**config.mk**
```make
export PLATFORM = sky130hd
export DESIGN_NAME = dcm_reset_sequencer
export DESIGN_NICKNAME = d
export VERILOG_FILES = /design/src/rtl/dcm_reset_sequencer.sv
export SDC_FILE = /design/constraint.sdc
export NUM_CORES = 1
export LEC_CHECK = 0
export BUFFER_PORTS_ARGS = -buffer_cell sky130_fd_sc_hd__buf_2
export CORE_UTILIZATION = 42
export CTS_CLUSTER_DIAMETER = 200
export DETAILED_ROUTE_END_ITERATION = 10
export RECOVER_POWER = 25
export SKIP_LAST_GASP = 1
export SYNTH_ARGS = -nofsm -noshare
export SYNTH_HDL_FRONTEND = slang
export SYNTH_SLANG_ARGS = --single-unit
```
**constraint.sdc**
```tcl
create_clock -name CLK_50MHz -period 2.1 [get_ports CLK_50MHz]
set_input_delay 0.21 -clock CLK_50MHz [delete_from_list [all_inputs] [get_ports CLK_50MHz]]
set_output_delay 0.21 -clock CLK_50MHz [all_outputs]
set_load 0.05 [all_outputs]
```
**src/rtl/dcm_reset_sequencer.sv**
```systemverilog
// Power-up reset sequencer for a two-stage DCM chain (50 -> 180 -> 108 MHz).
// Brings up the first DCM, then the second, waits for both locks to be
// continuously stable, and only then releases the downstream system reset.
// Lock loss or lock timeout triggers a full restart. When the retry budget
// is used up, the block parks in a sticky FAULT state until reset.
// The current FSM state is exported on state_dbg for observation.
module dcm_reset_sequencer #(
  parameter int unsigned RST_CYCLES    = 4,
  parameter int unsigned LOCK_TIMEOUT  = 50000,
  parameter int unsigned STABLE_CYCLES = 1024,
  parameter int unsigned MAX_RETRIES   = 8
) (
  input  logic       CLK_50MHz,
  input  logic       reset,
  input  logic       locked0,
  input  logic       locked1,
  output logic       dcm0_rst,
  output logic       dcm1_rst,
  output logic       sys_reset,
  output logic       ready,
  output logic       fault,
  output logic [3:0] retry_count,
  output logic [2:0] state_dbg
);

  // One counter serves both the reset-hold phases and the stability window.
  localparam int unsigned CNT_MAX = (RST_CYCLES > STABLE_CYCLES) ? RST_CYCLES : STABLE_CYCLES;
  localparam int unsigned CNT_W   = $clog2(CNT_MAX + 1);
  localparam int unsigned TMO_W   = $clog2(LOCK_TIMEOUT + 1);

  localparam logic [CNT_W-1:0] RST_LAST    = CNT_W'(RST_CYCLES - 1);
  localparam logic [CNT_W-1:0] STABLE_LAST = CNT_W'(STABLE_CYCLES - 1);
  localparam logic [TMO_W-1:0] TMO_LAST    = TMO_W'(LOCK_TIMEOUT - 1);

  typedef enum logic [2:0] {
    ST_RST0   = 3'd0,
    ST_WAIT0  = 3'd1,
    ST_RST1   = 3'd2,
    ST_WAIT1  = 3'd3,
    ST_STABLE = 3'd4,
    ST_RUN    = 3'd5,
    ST_FAULT  = 3'd6
  } state_e;

  state_e     state_q, state_d;
  logic [CNT_W-1:0] cnt_q, cnt_d;
  logic [TMO_W-1:0] tmo_q, tmo_d;
  logic [3:0] retry_count_q, retry_count_d;
  logic       dcm0_rst_q, dcm0_rst_d;
  logic       dcm1_rst_q, dcm1_rst_d;
  logic       sys_reset_q, sys_reset_d;
  logic       ready_q, ready_d;
  logic       fault_q, fault_d;
  logic       do_retry;

  logic       lk0_meta_q, lk0_meta_d;
  logic       lk0_s_q, lk0_s_d;
  logic       lk1_meta_q, lk1_meta_d;
  logic       lk1_s_q, lk1_s_d;

  // Two-flop synchronizer inputs for the asynchronous LOCKED signals.
  always_comb begin
    lk0_meta_d = locked0;
    lk0_s_d    = lk0_meta_q;
    lk1_meta_d = locked1;
    lk1_s_d    = lk1_meta_q;
  end

  // Synchronizer flops; cleared by reset so stale locks are never trusted.
  always_ff @(posedge CLK_50MHz) begin
    if (reset) begin
      lk0_meta_q <= 1'b0;
      lk0_s_q    <= 1'b0;
      lk1_meta_q <= 1'b0;
      lk1_s_q    <= 1'b0;
    end else begin
      lk0_meta_q <= lk0_meta_d;
      lk0_s_q    <= lk0_s_d;
      lk1_meta_q <= lk1_meta_d;
      lk1_s_q    <= lk1_s_d;
    end
  end

  // Next-state, counters, retry bookkeeping and registered output values.
  always_comb begin
    state_d       = state_q;
    cnt_d         = cnt_q;
    tmo_d         = tmo_q;
    retry_count_d = retry_count_q;
    do_retry      = 1'b0;

    case (state_q)
      ST_RST0: begin
        cnt_d = cnt_q + 1'b1;
        if (cnt_q == RST_LAST) state_d = ST_WAIT0;
      end
      ST_WAIT0: begin
        tmo_d = tmo_q + 1'b1;
        if (lk0_s_q)                state_d  = ST_RST1;
        else if (tmo_q == TMO_LAST) do_retry = 1'b1;
      end
      ST_RST1: begin
        cnt_d = cnt_q + 1'b1;
        if (!lk0_s_q)               do_retry = 1'b1;
        else if (cnt_q == RST_LAST) state_d  = ST_WAIT1;
      end
      ST_WAIT1: begin
        tmo_d = tmo_q + 1'b1;
        // Lock loss and timeout collapse into the same single retry.
        if (!lk0_s_q)               do_retry = 1'b1;
        else if (lk1_s_q)           state_d  = ST_STABLE;
        else if (tmo_q == TMO_LAST) do_retry = 1'b1;
      end
      ST_STABLE: begin
        cnt_d = cnt_q + 1'b1;
        if (!lk0_s_q || !lk1_s_q)      do_retry = 1'b1;
        else if (cnt_q == STABLE_LAST) state_d  = ST_RUN;
      end
      ST_RUN: begin
        if (!lk0_s_q || !lk1_s_q) do_retry = 1'b1;
      end
      ST_FAULT: begin
        state_d = ST_FAULT;
      end
      default: begin
        state_d = ST_FAULT;
      end
    endcase

    if (do_retry) begin
      if ((32'(retry_count_q) + 32'd1) >= MAX_RETRIES) begin
        state_d = ST_FAULT;
      end else begin
        state_d = ST_RST0;
        if (retry_count_q != 4'hF) retry_count_d = retry_count_q + 4'd1;
      end
    end

    // Every phase starts its own timing window from zero.
    if (state_d != state_q) begin
      cnt_d = '0;
      tmo_d = '0;
    end

    // Outputs follow the state being entered so they change on the same edge.
    dcm0_rst_d  = (state_d == ST_RST0) || (state_d == ST_FAULT);
    dcm1_rst_d  = (state_d == ST_RST0) || (state_d == ST_WAIT0) ||
                  (state_d == ST_RST1) || (state_d == ST_FAULT);
    sys_reset_d = (state_d != ST_RUN);
    ready_d     = (state_d == ST_RUN);
    fault_d     = (state_d == ST_FAULT);
  end

  // State, counters and registered outputs; reset restarts the sequence.
  always_ff @(posedge CLK_50MHz) begin
    if (reset) begin
      state_q       <= ST_RST0;
      cnt_q         <= '0;
      tmo_q         <= '0;
      retry_count_q <= 4'd0;
      dcm0_rst_q    <= 1'b1;
      dcm1_rst_q    <= 1'b1;
      sys_reset_q   <= 1'b1;
      ready_q       <= 1'b0;
      fault_q       <= 1'b0;
    end else begin
      state_q       <= state_d;
      cnt_q         <= cnt_d;
      tmo_q         <= tmo_d;
      retry_count_q <= retry_count_d;
      dcm0_rst_q    <= dcm0_rst_d;
      dcm1_rst_q    <= dcm1_rst_d;
      sys_reset_q   <= sys_reset_d;
      ready_q       <= ready_d;
      fault_q       <= fault_d;
    end
  end

  assign dcm0_rst    = dcm0_rst_q;
  assign dcm1_rst    = dcm1_rst_q;
  assign sys_reset   = sys_reset_q;
  assign ready       = ready_q;
  assign fault       = fault_q;
  assign retry_count = retry_count_q;
  assign state_dbg   = state_q;

endmodule

```
Yosys cells after proc, flatten, opt, wreduce, memory -nomap -nowiden
Index checks and enable logic that the tools add are counted.

Add/subtract/negate cells: 4. $lt $le $gt $ge: 1. Equality and inequality tests: 15. Muxes and demuxes: 18. Bitwise gates (word level): 1. Reduce and logical (&&, ||, !) cells: 14.

Operators by type and width (count): $mux W3 (10); $pmux W3 S6 (1); $add A16 B1 Y16 const B (1); $eq A16 B16 Y1 const B (1); $eq A3 B3 Y1 const B (4); $add A11 B1 Y11 const B (1); $eq A11 B10 Y1 const B (1); $eq A11 B2 Y1 const B (1); $eq A3 B2 Y1 const B (3); $eq A3 B1 Y1 const B (2); $logic_not A3 Y1 (2); $mux W1 (6); $reduce_or A2 Y1 (3); $add A4 B1 Y5 const B (1); $ge A5 B4 Y1 const B (1); $logic_or A1 B1 Y1 (5); $add A4 B1 Y4 const B (1); $ne A4 B4 Y1 const B (1); $pmux W1 S4 (1); $ne A3 B3 Y1 (1); $ne A3 B3 Y1 const B (1); $reduce_and A3 Y1 (1); $reduce_or A3 Y1 (1); $logic_not A1 Y1 (2); $not A1 Y1 (1).

Bits in registers: 43. Input bits: 4. Output and inout port bits: 12. Logic and storage cells: 66.

Depth between registers and ports, before layout
Word-level depth: 10. Depth in mapped cells: 8. Depth with buffers taken out: 7.

Worst setup path after synthesis
OpenSTA, ideal clock, no wires.

Path type: reg2reg. From: reg state_q[0] (netlist: state_dbg[0]). To: reg cnt_q[2]. Setup time: 113 ps. Arrival time: 1969 ps. Data required time: 1987 ps. Setup slack: 18 ps. Cell stages (with the launch flop): 9. Clock period less this slack: 2082 ps. Path through: dfxtp_1 clkbuf_2 nor4_1 and4_4 a31o_1 o21ai_4 xnor2_4 buf_6 nor2_1.

Word-level cells in the longest chain between the ends: 6. Elaborated cells between the ends (all ways): 21. Classes of those cells: eq/ne (6); mux (11); reduce/logical (4).

Ends and longest elaborated chain: start: declaration (RTL line 45) `state_e state_q, state_d;`; start signal: assignment (RTL line 167) `state_q <= state_d;`; $eq A3 B3 Y1 (tied with other cells) (RTL line 92) `case (state_q)`; $reduce_or A2 Y1 (no source line) (tied with other cells); $pmux W1 S4 / $pmux W3 S6 (equally long branches) (RTL line 92); $mux W3 (RTL line 130) `if (do_retry) begin`; $ne A3 B3 Y1 (RTL line 140) `if (state_d != state_q) begin`; $reduce_or A2 Y1 (no source line); end signal: assignment (RTL line 168) `cnt_q <= cnt_d;`; end: declaration (RTL line 46) `logic [CNT_W-1:0] cnt_q, cnt_d;`.

Parallel ways exist; a longest one is shown, timed or not. A chain may end at the register's enable or synchronous reset.

Worst setup path after layout
From: reg cnt_q[0]. To: reg tmo_q[1].

Word-level cells in the longest chain between the ends: 7. Elaborated cells between the ends (all ways): 11. Classes of those cells: eq/ne (3); mux (7); reduce/logical (1).

Ends and longest elaborated chain: $eq A11 B10 Y1 / $eq A11 B2 Y1 (equally long branches) (RTL line 117, 95, 105); $mux W3 (on tied branches) (RTL line 117, 105); $mux W3 (on tied branches) (RTL line 116, 104); $pmux W3 S6 * (RTL line 92); $mux W3 * (RTL line 130); $ne A3 B3 Y1 * (RTL line 140); $reduce_or A2 Y1 (no source line) *; end signal: assignment (RTL line 169) `tmo_q <= tmo_d;`; end: declaration (RTL line 47) `logic [TMO_W-1:0] tmo_q, tmo_d;`.

Every way passes the cells marked *; elsewhere a longest branch is shown, timed or not.

==> results.txt <==
- Status: completed
- In this run, post-CTS hold repair placed 0 buffers.
* Clock network latency to the later pin of the worst-skew pair: 300 ps
* Setup WS post-layout: 44.8 ps
* Arrival @ worst endpoint: 2250 ps
- Number of antenna violations at the first check in global routing: 0
- Seq pwr share: 32.8%
- Post-synth top flop: sky130_fd_sc_hd__dfxtp_1
* Worst setup EP type: flop
* Vias in the first global route: 1609
- By count the netlist is led by sky130_fd_sc_hd__dfxtp_1 (43), sky130_fd_sc_hd__nand2_1 (38), sky130_fd_sc_hd__nor2_1 (31).
* Clock Skew: 6.13 ps
* Site Rows: 26
- Dividing the detail-routed via count by the number of cells gives 4.77.
* Total nets after synthesis: 256
* Kind of start point of the critical path: flop
* Netlist area before placement: 2220 um2
- Root buffer selected by CTS: sky130_fd_sc_hd__clkbuf_8
- Global routing used 4.55% of the available met3 tracks.
- In this run, the clock network consumes 20.5% of the power.
- Data on the critical path is required at its endpoint by 2290 ps.
- Each instance of the synthesized netlist takes up on average 9.00 um2.
* Area delta synth->final: 20.6%
- Chip width: 74.7 um
- Clock Sinks: 43
* Post-placement worst setup slack: -153 ps
- # IOs: 16
* Cell Int Power: 1.83 mW
* Kind of path behind the tightest hold check: input port to flop
- Combinational Power Share: 46.7%
* Max Transition Viols Final: 0
* HPWL after detailed placement: 2980 um
- After floorplanning, the core was sized to cover 5110 um2.
* Final estimated routing congestion in global placement: 0.759
- Of all flip-flops after synthesis, the portion carrying an async set or reset was 0%.
- Post-synth EDFFs: 0
- The clock tree synthesis step divided the H-tree into 2 levels.
* Peak Freq: 487 MHz
- Hold Vio Cnt, Final: 0
- Setup violations remaining at the end of the flow were counted as 0.
* Total number of yosys warnings: 0
- Peak VDD IR: 538 uV
* Number of maximum-capacitance violations: 0
- The die covers 5590 um2.
- Post-route antenna net violation count: 0
- Static leakage power: 1.09 nW
- Fraction of met2 tracks used by global routing: 29.9%
- In this run, CTS created clock tree buffers numbering 5.
- Most crowded layer after global routing: met2
- The first TritonRoute pass finished after 4 iterations.
* Final wirelength: 4400 um
- Cells with a size suffix above 1 make up 21.8% of the layout.
* Category of the critical setup timing path: flop to flop
- Summed over all instances, the cell type with the most area after synthesis is sky130_fd_sc_hd__dfxtp_1.
- Max Buffers Root-to-Sink: 2
- Setup repair after global routing missed its margin: true
- The share of the Yosys chip area taken by registers is 38.7%.
* Worst slack on hold paths: 118 ps
* Met1 layer usage reported by global route: 23.8%
* Sw Share: 40.6%
- TritonCTS built the clock tree.
- Entering global routing, the biggest net connects 28 pins.
- Global routing consumed, over all layers together, 18.3% of the routing resources.
- Measured against its own limit, the worst slew margin works out to 60.3%.
- Dividing total power by cell area gives a power density of 1150 nW/um2.
- Starting density of the core: 43.5%
* Transition time at the pin with the least slew margin: 599 ps
- In this run the power spent charging and discharging nets is 1.25 mW.
- Final critical-path share of the clock period: 97.9%
- Measured along the y axis, the die boundary spans 74.7 um.
- Clock-pin slew was measured on the worst setup and hold paths at 80 ps.
- For the finished layout, the period the worst path requires is 2060 ps.
* Final nets: 292
* Global route total overflow: 0
- Synth area leaders: sky130_fd_sc_hd__dfxtp_1 (39%), sky130_fd_sc_hd__nand2_1 (6.4%), sky130_fd_sc_hd__xnor2_1 (5.5%), sky130_fd_sc_hd__nor2_1 (5.2%), sky130_fd_sc_hd__xor2_1 (5.1%)
- In this run, the number of DRC markers left after iteration 0 of detailed routing was 94.
- Wire length of the first global-routing pass: 7580 um
- In the synthesized netlist, the number of instances is 247.
- Routed wire length per instance: 12.4 um
- The repair_antennas step left the layout with diodes totalling 0.
- Count of unique library cells instantiated by Yosys: 50
- Share of the synthesized area in the top cell type: 38.7%
* Remaining DRCs: 0
* Via count: 1690
- Count of buffers from port buffering: 15
* Critical-path maximum fanout: 6
- Flip-flop and latch count after synthesis: 43
- Among all cell types in the netlist, the one instantiated most often is sky130_fd_sc_hd__dfxtp_1.
-- registers in the layout, summed over array words and instances (netlist names) --
signal / count
retry_count: 4
lk1_s_q: 1
state_dbg: 3
lk0_s_q: 1
dcm1_rst: 1
cnt_q: 11
tmo_q: 16
fault: 1
lk0_meta_q: 1
lk1_meta_q: 1
dcm0_rst: 1
sys_reset: 1
ready: 1
-- what timing repair did --
| action | 4_1_cts | 5_1_grt |
|---|---|---|
| endpoints found under the setup margin | 25 | 19 |
| pin swaps | 0 | 4 |
| gates cloned | 1 | 0 |
| resized for setup | 2 | 12 |
| setup buffers | 0 | 4 |
-- kinds of logic after synthesis --
logic type	after synthesis	synth area share, %
buf+inv	13	3.60
xor+xnor	28	11.9
mux	4	1.80
fa+ha+maj	5	2.82
compound gates	19	8.28
simple gates	135	32.9
flops	43	38.7
-- metrics by stage --
step	instance area, um2	total power, mW	setup TNS [ps]	util (%)	instances
2_1_floorplan	2220	2.01	0	-	247
3_3_place_gp	2470	2.31	-596	48.3	341
3_5_place_dp	2470	2.32	-2970	48.3	341
4_1_cts	2610	3.03	0	51.2	350
5_1_grt	2680	3.31	-114	52.4	354
6_report	2680	3.09	0	52.4	354
-- power groups by stage --
stage	Combinational (mW)	Sequential [mW]	Clock (mW)
4_1_cts	1.38	0.992	0.659
2_1_floorplan	0.836	1.17	0
3_3_place_gp	1.30	1.01	0
5_1_grt	1.58	1.03	0.694
3_5_place_dp	1.31	1.01	0
6_report	1.44	1.01	0.634
-- metal layers --
metal | routed length (um) | part of all wire [%] | up-vias
li1 | - | - | 906
met1 | 2220 | 51 | 764
met2 | 2030 | 46 | 18
met3 | 137 | 3.1 | 2
met4 | 8 | 0.18 | 0
met5 | 0 | 0 | -
-- final timing paths --
check             slack [ps]  depth (start not counted)             startpoint                    end
setup / recovery          40                          8  cnt_q[0]$_SDFFE_PP0P_  tmo_q[1]$_SDFFE_PP0P_
hold / removal           120                          2                locked1  lk1_meta_q$_SDFF_PP0_
setup reg to reg          40                          8  cnt_q[0]$_SDFFE_PP0P_  tmo_q[1]$_SDFFE_PP0P_
hold reg to reg          440                          1  lk0_meta_q$_SDFF_PP0_     lk0_s_q$_SDFF_PP0_
-- critical path: stages, from the launching register on --
cell	delay (ps)
sky130_fd_sc_hd__dfxtp_4	370
sky130_fd_sc_hd__ha_1	230
sky130_fd_sc_hd__nor4b_2	160
sky130_fd_sc_hd__and4_4	170
sky130_fd_sc_hd__a31o_1	220
sky130_fd_sc_hd__o21ai_4	300
sky130_fd_sc_hd__buf_6	180
sky130_fd_sc_hd__nor2_1	50
sky130_fd_sc_hd__o31a_1	280
-- area by class of cell --
cell class	count	area (um2)
Clock buffer	5	68.8
Timing Repair Buffer	37	244
Clock inverter	3	43.8
Inverter	4	15.0
Multi-Input combinational cell	192	1350
Sequential cell	43	868
Tap cell	70	87.6
Fill cell	486	2430
-- cells in the final DEF, fill, tap and decap left out, types with 5 or more instances in the layout --
cell type                  count
sky130_fd_sc_hd__dfxtp_1      41
sky130_fd_sc_hd__nand2_1      38
sky130_fd_sc_hd__nor2_1       31
sky130_fd_sc_hd__buf_4        20
sky130_fd_sc_hd__xnor2_1      14
sky130_fd_sc_hd__xor2_1       13
sky130_fd_sc_hd__clkbuf_1     10
sky130_fd_sc_hd__nor2b_1       8
sky130_fd_sc_hd__nand3_1       8
sky130_fd_sc_hd__and3_1        5
sky130_fd_sc_hd__a21oi_1       5
sky130_fd_sc_hd__nor3_1        5
sky130_fd_sc_hd__clkbuf_8      5
sky130_fd_sc_hd__buf_2         5
Power figures use the tool's default switching activity.
